File: src/rtl/regfile_pkg.sv
// Shared types and constants for the 32x32 register file.
// Optional write-through forwarding is selected by REGFILE_BYPASS_EN (see regfile_32x32.sv).
package regfile_pkg;

  localparam int NUM_REGS   = 32;
  localparam int REG_ADDR_W = 5;
  localparam int REG_DATA_W = 32;
  localparam int WR_COUNT_W = 8;

  typedef logic [REG_ADDR_W-1:0] reg_addr_t;
  typedef logic [REG_DATA_W-1:0] reg_data_t;
  typedef logic [WR_COUNT_W-1:0] wr_count_t;

  localparam reg_addr_t ZERO_REG = 5'd0;

  // Counter increment that sticks at all-ones instead of wrapping.
  function automatic wr_count_t sat_inc(input wr_count_t v);
    return (v == '1) ? v : v + wr_count_t'(1);
  endfunction

endpackage

File: src/rtl/regfile_mux32.sv
// One-bit 32-to-1 multiplexer; a read port uses one of these per data bit.
module regfile_mux32
  import regfile_pkg::*;
(
  input  logic [NUM_REGS-1:0] bits_i,
  input  reg_addr_t           sel_i,
  output logic                bit_o
);

  assign bit_o = bits_i[sel_i];

endmodule

File: src/rtl/regfile_wdec.sv
// Write decoder: turns we + waddr into a one-hot write strobe.
// Strobe bit 0 is always low so the zero register can never be written.
module regfile_wdec
  import regfile_pkg::*;
(
  input  logic                we_i,
  input  reg_addr_t           waddr_i,
  output logic [NUM_REGS-1:0] strobe_o
);

  always_comb begin
    strobe_o = '0;
    if (we_i) begin
      strobe_o[waddr_i] = 1'b1;
    end
    strobe_o[ZERO_REG] = 1'b0;
  end

endmodule

File: src/rtl/regfile_32x32.sv
// 32x32 register file: two combinational read ports, one synchronous write port, r0 reads 0.
// Define REGFILE_BYPASS_EN to forward same-cycle write data onto a matching read port.
module regfile_32x32
  import regfile_pkg::*;
#(
  parameter int DATA_W = REG_DATA_W,
  parameter int ADDR_W = REG_ADDR_W
) (
  input  logic              clk,
  input  logic              reset,
  input  logic              we,
  input  logic [ADDR_W-1:0] waddr,
  input  logic [DATA_W-1:0] wdata,
  input  logic [ADDR_W-1:0] raddr_a,
  input  logic [ADDR_W-1:0] raddr_b,
  output logic [DATA_W-1:0] rdata_a,
  output logic [DATA_W-1:0] rdata_b,
  output logic [7:0]        wr_count
);

  logic [DATA_W-1:0]   regs_q [1:NUM_REGS-1];
  logic [DATA_W-1:0]   regs_d [1:NUM_REGS-1];
  wr_count_t           wr_count_q;
  wr_count_t           wr_count_d;
  logic [NUM_REGS-1:0] wr_strobe;
  logic [NUM_REGS-1:0] col [DATA_W];
  logic [DATA_W-1:0]   mux_a_data;
  logic [DATA_W-1:0]   mux_b_data;

  regfile_wdec u_wdec (
    .we_i     (we),
    .waddr_i  (reg_addr_t'(waddr)),
    .strobe_o (wr_strobe)
  );

  always_comb begin
    regs_d = regs_q;
    for (int r = 1; r < NUM_REGS; r++) begin
      if (wr_strobe[r]) begin
        regs_d[r] = wdata;
      end
    end
  end

  // The decoder already excludes r0, so any strobe bit is a committed write.
  always_comb begin
    wr_count_d = wr_count_q;
    if (|wr_strobe) begin
      wr_count_d = sat_inc(wr_count_q);
    end
  end

  always_ff @(posedge clk or posedge reset) begin
    if (reset) begin
      for (int r = 1; r < NUM_REGS; r++) begin
        regs_q[r] <= '0;
      end
      wr_count_q <= '0;
    end else begin
      regs_q     <= regs_d;
      wr_count_q <= wr_count_d;
    end
  end

  // Bit-slice the storage into per-bit columns; column entry 0 is the zero register.
  always_comb begin
    for (int b = 0; b < DATA_W; b++) begin
      col[b]    = '0;
      col[b][0] = 1'b0;
      for (int r = 1; r < NUM_REGS; r++) begin
        col[b][r] = regs_q[r][b];
      end
    end
  end

  for (genvar b = 0; b < DATA_W; b++) begin : g_rd_bit
    regfile_mux32 u_mux_a (
      .bits_i (col[b]),
      .sel_i  (reg_addr_t'(raddr_a)),
      .bit_o  (mux_a_data[b])
    );
    regfile_mux32 u_mux_b (
      .bits_i (col[b]),
      .sel_i  (reg_addr_t'(raddr_b)),
      .bit_o  (mux_b_data[b])
    );
  end

`ifdef REGFILE_BYPASS_EN
  logic wr_live;
  logic hit_a;
  logic hit_b;

  assign wr_live = we && (reg_addr_t'(waddr) != ZERO_REG);
  assign hit_a   = wr_live && (raddr_a == waddr);
  assign hit_b   = wr_live && (raddr_b == waddr);
  assign rdata_a = hit_a ? wdata : mux_a_data;
  assign rdata_b = hit_b ? wdata : mux_b_data;
`else
  assign rdata_a = mux_a_data;
  assign rdata_b = mux_b_data;
`endif

  assign wr_count = wr_count_q;

endmodule

File: config.mk
export PLATFORM = sky130hd
export DESIGN_NAME = regfile_32x32
export DESIGN_NICKNAME = d
export VERILOG_FILES = /design/src/rtl/regfile_pkg.sv /design/src/rtl/regfile_mux32.sv /design/src/rtl/regfile_wdec.sv /design/src/rtl/regfile_32x32.sv
export SDC_FILE = /design/constraint.sdc
export NUM_CORES = 2
export LEC_CHECK = 0
export ABC_CLOCK_PERIOD_IN_PS = 47000
export BUFFER_PORTS_ARGS = -buffer_cell sky130_fd_sc_hd__buf_4
export CORE_MARGIN = 2
export CORE_UTILIZATION = 60
export CTS_BUF_LIST = sky130_fd_sc_hd__clkbuf_8
export CTS_CLUSTER_DIAMETER = 50
export DETAILED_ROUTE_END_ITERATION = 10
export HOLD_SLACK_MARGIN = 0.05
export PLACE_DENSITY = 0.77
export SLEW_MARGIN = 20
export SYNTH_ARGS = -nofsm -noshare
export SYNTH_HDL_FRONTEND = slang
export SYNTH_SLANG_ARGS = --single-unit
File: constraint.sdc
create_clock -name clk -period 47 [get_ports clk]
set_input_delay 9.4 -clock clk [delete_from_list [all_inputs] [get_ports clk]]
set_output_delay 9.4 -clock clk [all_outputs]
set_load 0.01 [all_outputs]
# Word-level counts from Yosys, hierarchy flattened

Index checks and enable logic that the tools add are counted.

$add $sub $neg: 1
$lt $le $gt $ge: 4
Eq/ne operators: 1
Multiplexer cells: 131
Bitwise gates (word level): 1
Reduce and logical (&&, ||, !) cells: 3

Operators by type and width:

| cell                                                                   | count |
|---|---|
| 1-bit binary-select mux with 5-bit select                              | 64 |
| 1-bit 2-to-1 mux                                                       | 65 |
| 32-bit 2-to-1 mux                                                      | 1 |
| 31-bit OR reduction                                                    | 1 |
| 5-bit by 6-bit < comparator with 1-bit output (second input constant)  | 3 |
| 8-bit by 1-bit adder with 8-bit output (second input constant)         | 1 |
| 8-bit equality test (second input constant)                            | 1 |
| 1-bit demux with 5-bit select                                          | 1 |
| 5-bit by 1-bit >= comparator with 1-bit output (second input constant) | 1 |
| 2-bit AND reduction                                                    | 1 |
| 1-bit logical AND                                                      | 1 |
| 1-bit inverter                                                         | 1 |

Bits in registers: 1000
Input port bits: 50
Output and inout bits: 72
Logic and storage cells: 173

# Logic depth before layout (Yosys ltp)

Word-level depth: 7
Gate-level depth with buffers: 9
Mapped depth without buffers: 5

# Modules after synthesis

A second synthesis with hierarchy kept.

Cell total of the unflattened synthesis: 4922
Area total of the unflattened synthesis: 58499.9 um^2

Modules (own cells, without submodules):

| module        | instances | cells an instance | area an instance (um^2) | sequential area each (um^2) |
|---|---|---|---|---|
| regfile_32x32 | 1         | 2250              | 37442.2                 | 25024.0 |
| regfile_mux32 | 64        | 41                | 325.3                   | 0.0 |
| regfile_wdec  | 1         | 48                | 237.7                   | 0.0 |

# Worst setup path after synthesis

No wires, ideal clock.

Path type: in2out
From: input port raddr_a[2]
To: output port rdata_a[23]
Data arrival time: 11.028 ns
Data required time: 37.600 ns
Setup slack: 26.572 ns
Stages on the path: 8
Path buffers: 4
Path through: buf_2 > buf_2 > buf_2 > mux4_2 > a22o_1 > o21ai_1 > o31ai_1 > buf_4

Longest elaborated chain between the ends: 2

RTL lines:

| element                                   | RTL line            | RTL |
|---|---|---|
| start, declared                           | regfile_32x32.sv:14 | `input logic [ADDR_W-1:0] raddr_a,` |
| 1-bit binary-select mux with 5-bit select | regfile_mux32.sv:10 | `assign bit_o = bits_i[sel_i];` |
| 1-bit 2-to-1 mux (implied by the code)    | regfile_mux32.sv:10 |  |
| end, declared                             | regfile_32x32.sv:16 | `output logic [DATA_W-1:0] rdata_a,` |

No other way between the ends. The select of a mux whose other input is x is not followed.

# Final worst setup path

From: input port raddr_a[0]
To: output port rdata_a[8]

The elaborated chain is that of the path after synthesis.

==> results.ini <==
[synthesis]
yosysMostFrequentCell = mux2_2
synthTopCellsByCount = mux2_2 (1036), dfrtp_1 (1000), mux4_2 (384)
syn_avg_cell_area_um2 = 14.64
synth-edff-count = 0
yosys.cell_types.count = 40
synth_area_leaders = dfrtp_1 (46%), mux2_2 (22%), mux4_2 (16%)
ys_seq_elements = 1000
yosys.area.top_type = dfrtp_1
synth-async-reset-ratio_pct = 100.0
yosysSeqAreaShare_pct = 46.19
yosys.area.top_type_share_pct = 46.19
synthesis.area_mm2 = 0.05418
syn_nets = 3752
syn_inst = 3701
ys.flop_type = dfrtp_1
yosysWarnings = 0

[hold_path]
hp-class = flip-flop to flip-flop
min_path_cells = 1

[timing]
worst_slew_pin_slew_ns = 1.245
slew_violations = 0
rsz0062_at_grt = false
hold_viol_final = 0
whs_ns = 0.5047
setup_violations = 0
period_needed_ns = 22.89
fin_skew_ns = 0.002232
slew_headroom_pct = 16.94
fmax_mhz = 43.69
period_share_pct = 48.70
finalSetupTns_ns = 0

[die]
start_util_pct = 60.38
num_io_pins = 122
die_height_um = 304.5
die_x_um = 304.5
dieArea_mm2 = 0.09272
row_count = 110
core_mm2 = 0.08974

[setup_path]
critPathRequiredTime_ns = 37.60
critPathKind = input port to output port
crit_path_max_fanout = 78
startpoint_type = input port
reg2regPathDepth = 5
end_kind = output port
arrival_ns = 13.49

[cells_and_area]
final_util_pct = 65.07
n_fill_cell = 6210
syn_to_final_growth_pct = 7.764
layout-drive-gt1-share_pct = 50.79
fin_nets = 3660

[global_routing]
grt.overflow.total = 0
grtUsageTotal_pct = 36.03
grt-busiest-layer = met2
met3_usage_pct = 11.31
grt_max_degree = 205
grt_pass1_vias = 37930
grt_pass1_wl_mm = 246.5
grtUsageMet2_pct = 53.96
antenna_found_initial = 10
met1_usage_pct = 48.52

[clocking]
cts-root-buf = clkbuf_8
htreeDepth = 4
post_cts_buffers = 0
cts_sinks = 1000
cts_hold_buf = 0
cts_resized = 0
path_clk_slew_ns = 0.05
clkLatencyLatePin_ns = 0.82
cts_tree = built
clock_path_buffers = 3
cts_buffers = 168

[detailed_routing]
via_count = 35410
ant_nets = 0
totalWireLength_mm = 164.0
wl_per_cell_um = 33.38
first_iter_violations = 4014
vias_per_cell = 7.207
drt-pass1-iter-count = 6
drc = 0

[place]
portBuffers = 121
dp_hpwl_mm = 91.47
gp_congestion = 0.8084

[pwr]
power_leakage_nw = 25.85
vdd_drop_max_v = 0.00002981
p_per_area_mw_per_mm2 = 42.26

[status]
status = complete, no violations

[flow_run]
maxCapViolations = 0

[cell type report]
cell class	instances	area [um2]	area share [%]
inverter	5	26.28	0.04500
sequential	1000	25020	42.86
clock buffer	209	2877	4.927
tap	1176	1471	2.520
timing repair buffer	201	1615	2.766
multi-input combinational	2233	26970	46.19
clock inverter	83	390.4	0.6686
antenna	6	15.01	0.02571
[per-layer routing]
layer / part of all wire [%] / vias up
met5: 0.063 / -
met3: 11 / 552
met2: 45 / 2054
met4: 4.9 / 16
li1: - / 14030
met1: 39 / 18760
[stage by stage]
step	worst slack, ns	instance area (um2)	power [W]	std cells
6_report	24.11	58390	0.002468	4913
5_1_grt	23.86	58380	0.002574	4910
4_1_cts	24.06	58310	0.002468	4905
3_5_place_dp	24.07	55040	0.001716	4613
3_3_place_gp	24.13	55040	0.001667	4613
2_1_floorplan	9.464	54180	0.001567	3701
[power breakdown]
part | internal (W) | leakage (nW) | total (W) | switching, W
clock network | 0.000403 | 1.91 | 0.000757 | 0.000354
registers | 0.00103 | 12.8 | 0.00116 | 0.000127
logic | 0.000323 | 11.2 | 0.000551 | 0.000228
total | 0.00176 | 25.8 | 0.00247 | 0.000709
[final timing paths]
kind | slack (ns) | startpoint | end
max in group asynchronous | 34.99 | reset | col[429]$_DFFE_PP0P_
setup reg to reg | 45.40 | wr_count[0]$_DFFE_PP0P_ | wr_count[7]$_DFFE_PP0P_
min in group asynchronous | 8.74 | reset | col[843]$_DFFE_PP0P_
hold reg to reg | 0.50 | col[916]$_DFFE_PP0P_ | col[916]$_DFFE_PP0P_
hold / removal | 0.50 | col[916]$_DFFE_PP0P_ | col[916]$_DFFE_PP0P_
setup / recovery | 24.11 | raddr_a[0] | rdata_a[8]
[state kept, by name (all words and copies together) (netlist names)]
signal    count
col         992
wr_count      8
[layout by cell type (no fill, tap or decap), types with 2 or more instances in the layout]
cell	Yosys	layout
buf_16	0	2
buf_6	23	3
nor3b_1	4	4
clkinvlp_4	0	6
mux2i_1	196	196
o31ai_1	64	64
xnor2_1	2	2
inv_1	5	70
nor3_1	3	3
and2_1	66	64
nand3_1	4	4
buf_12	0	2
and3_1	2	2
a22o_1	190	190
buf_8	0	4
mux4_2	384	384
nor2_4	4	18
nand2_4	0	5
o22ai_1	64	64
nor2_1	17	3
nor2b_4	0	6
dfrtp_1	1000	1000
o21ai_1	47	47
clkbuf_8	0	209
inv_6	0	3
or2_2	2	2
mux2_1	20	20
diode_2	0	6
o21ai_0	17	17
nand2_2	0	10
mux2_2	1036	1036
a211oi_1	64	64
inv_8	0	2
nand3b_1	4	4
xor2_1	4	4
and2_2	0	2
nand2b_2	0	2
buf_4	89	190
clkinv_2	0	6
nand2_1	23	8
[critical path, cell delays in order]
cell and delay [ns]:
buf_8 0.61, buf_4 0.85, buf_4 0.89, mux4_2 0.61, a22o_1 0.25, o21ai_0 0.30
o31ai_1 0.27, buf_4 0.21
[logic make-up (layout without fill, tap and decap cells)]
family          Yosys count  count (layout)  share of synthesized area (%)
compound gates          448             448                          6.217
mux                    1636            1636                          41.53
xor+xnor                  6               6                        0.09699
simple gates            142             142                          1.503
other cells               0               6                              0
buf+inv                 468             498                          4.445
fa+ha+maj                 1               1                        0.02309
flops                  1000            1000                          46.19
Note: power is estimated with default switching activity, not from simulation.
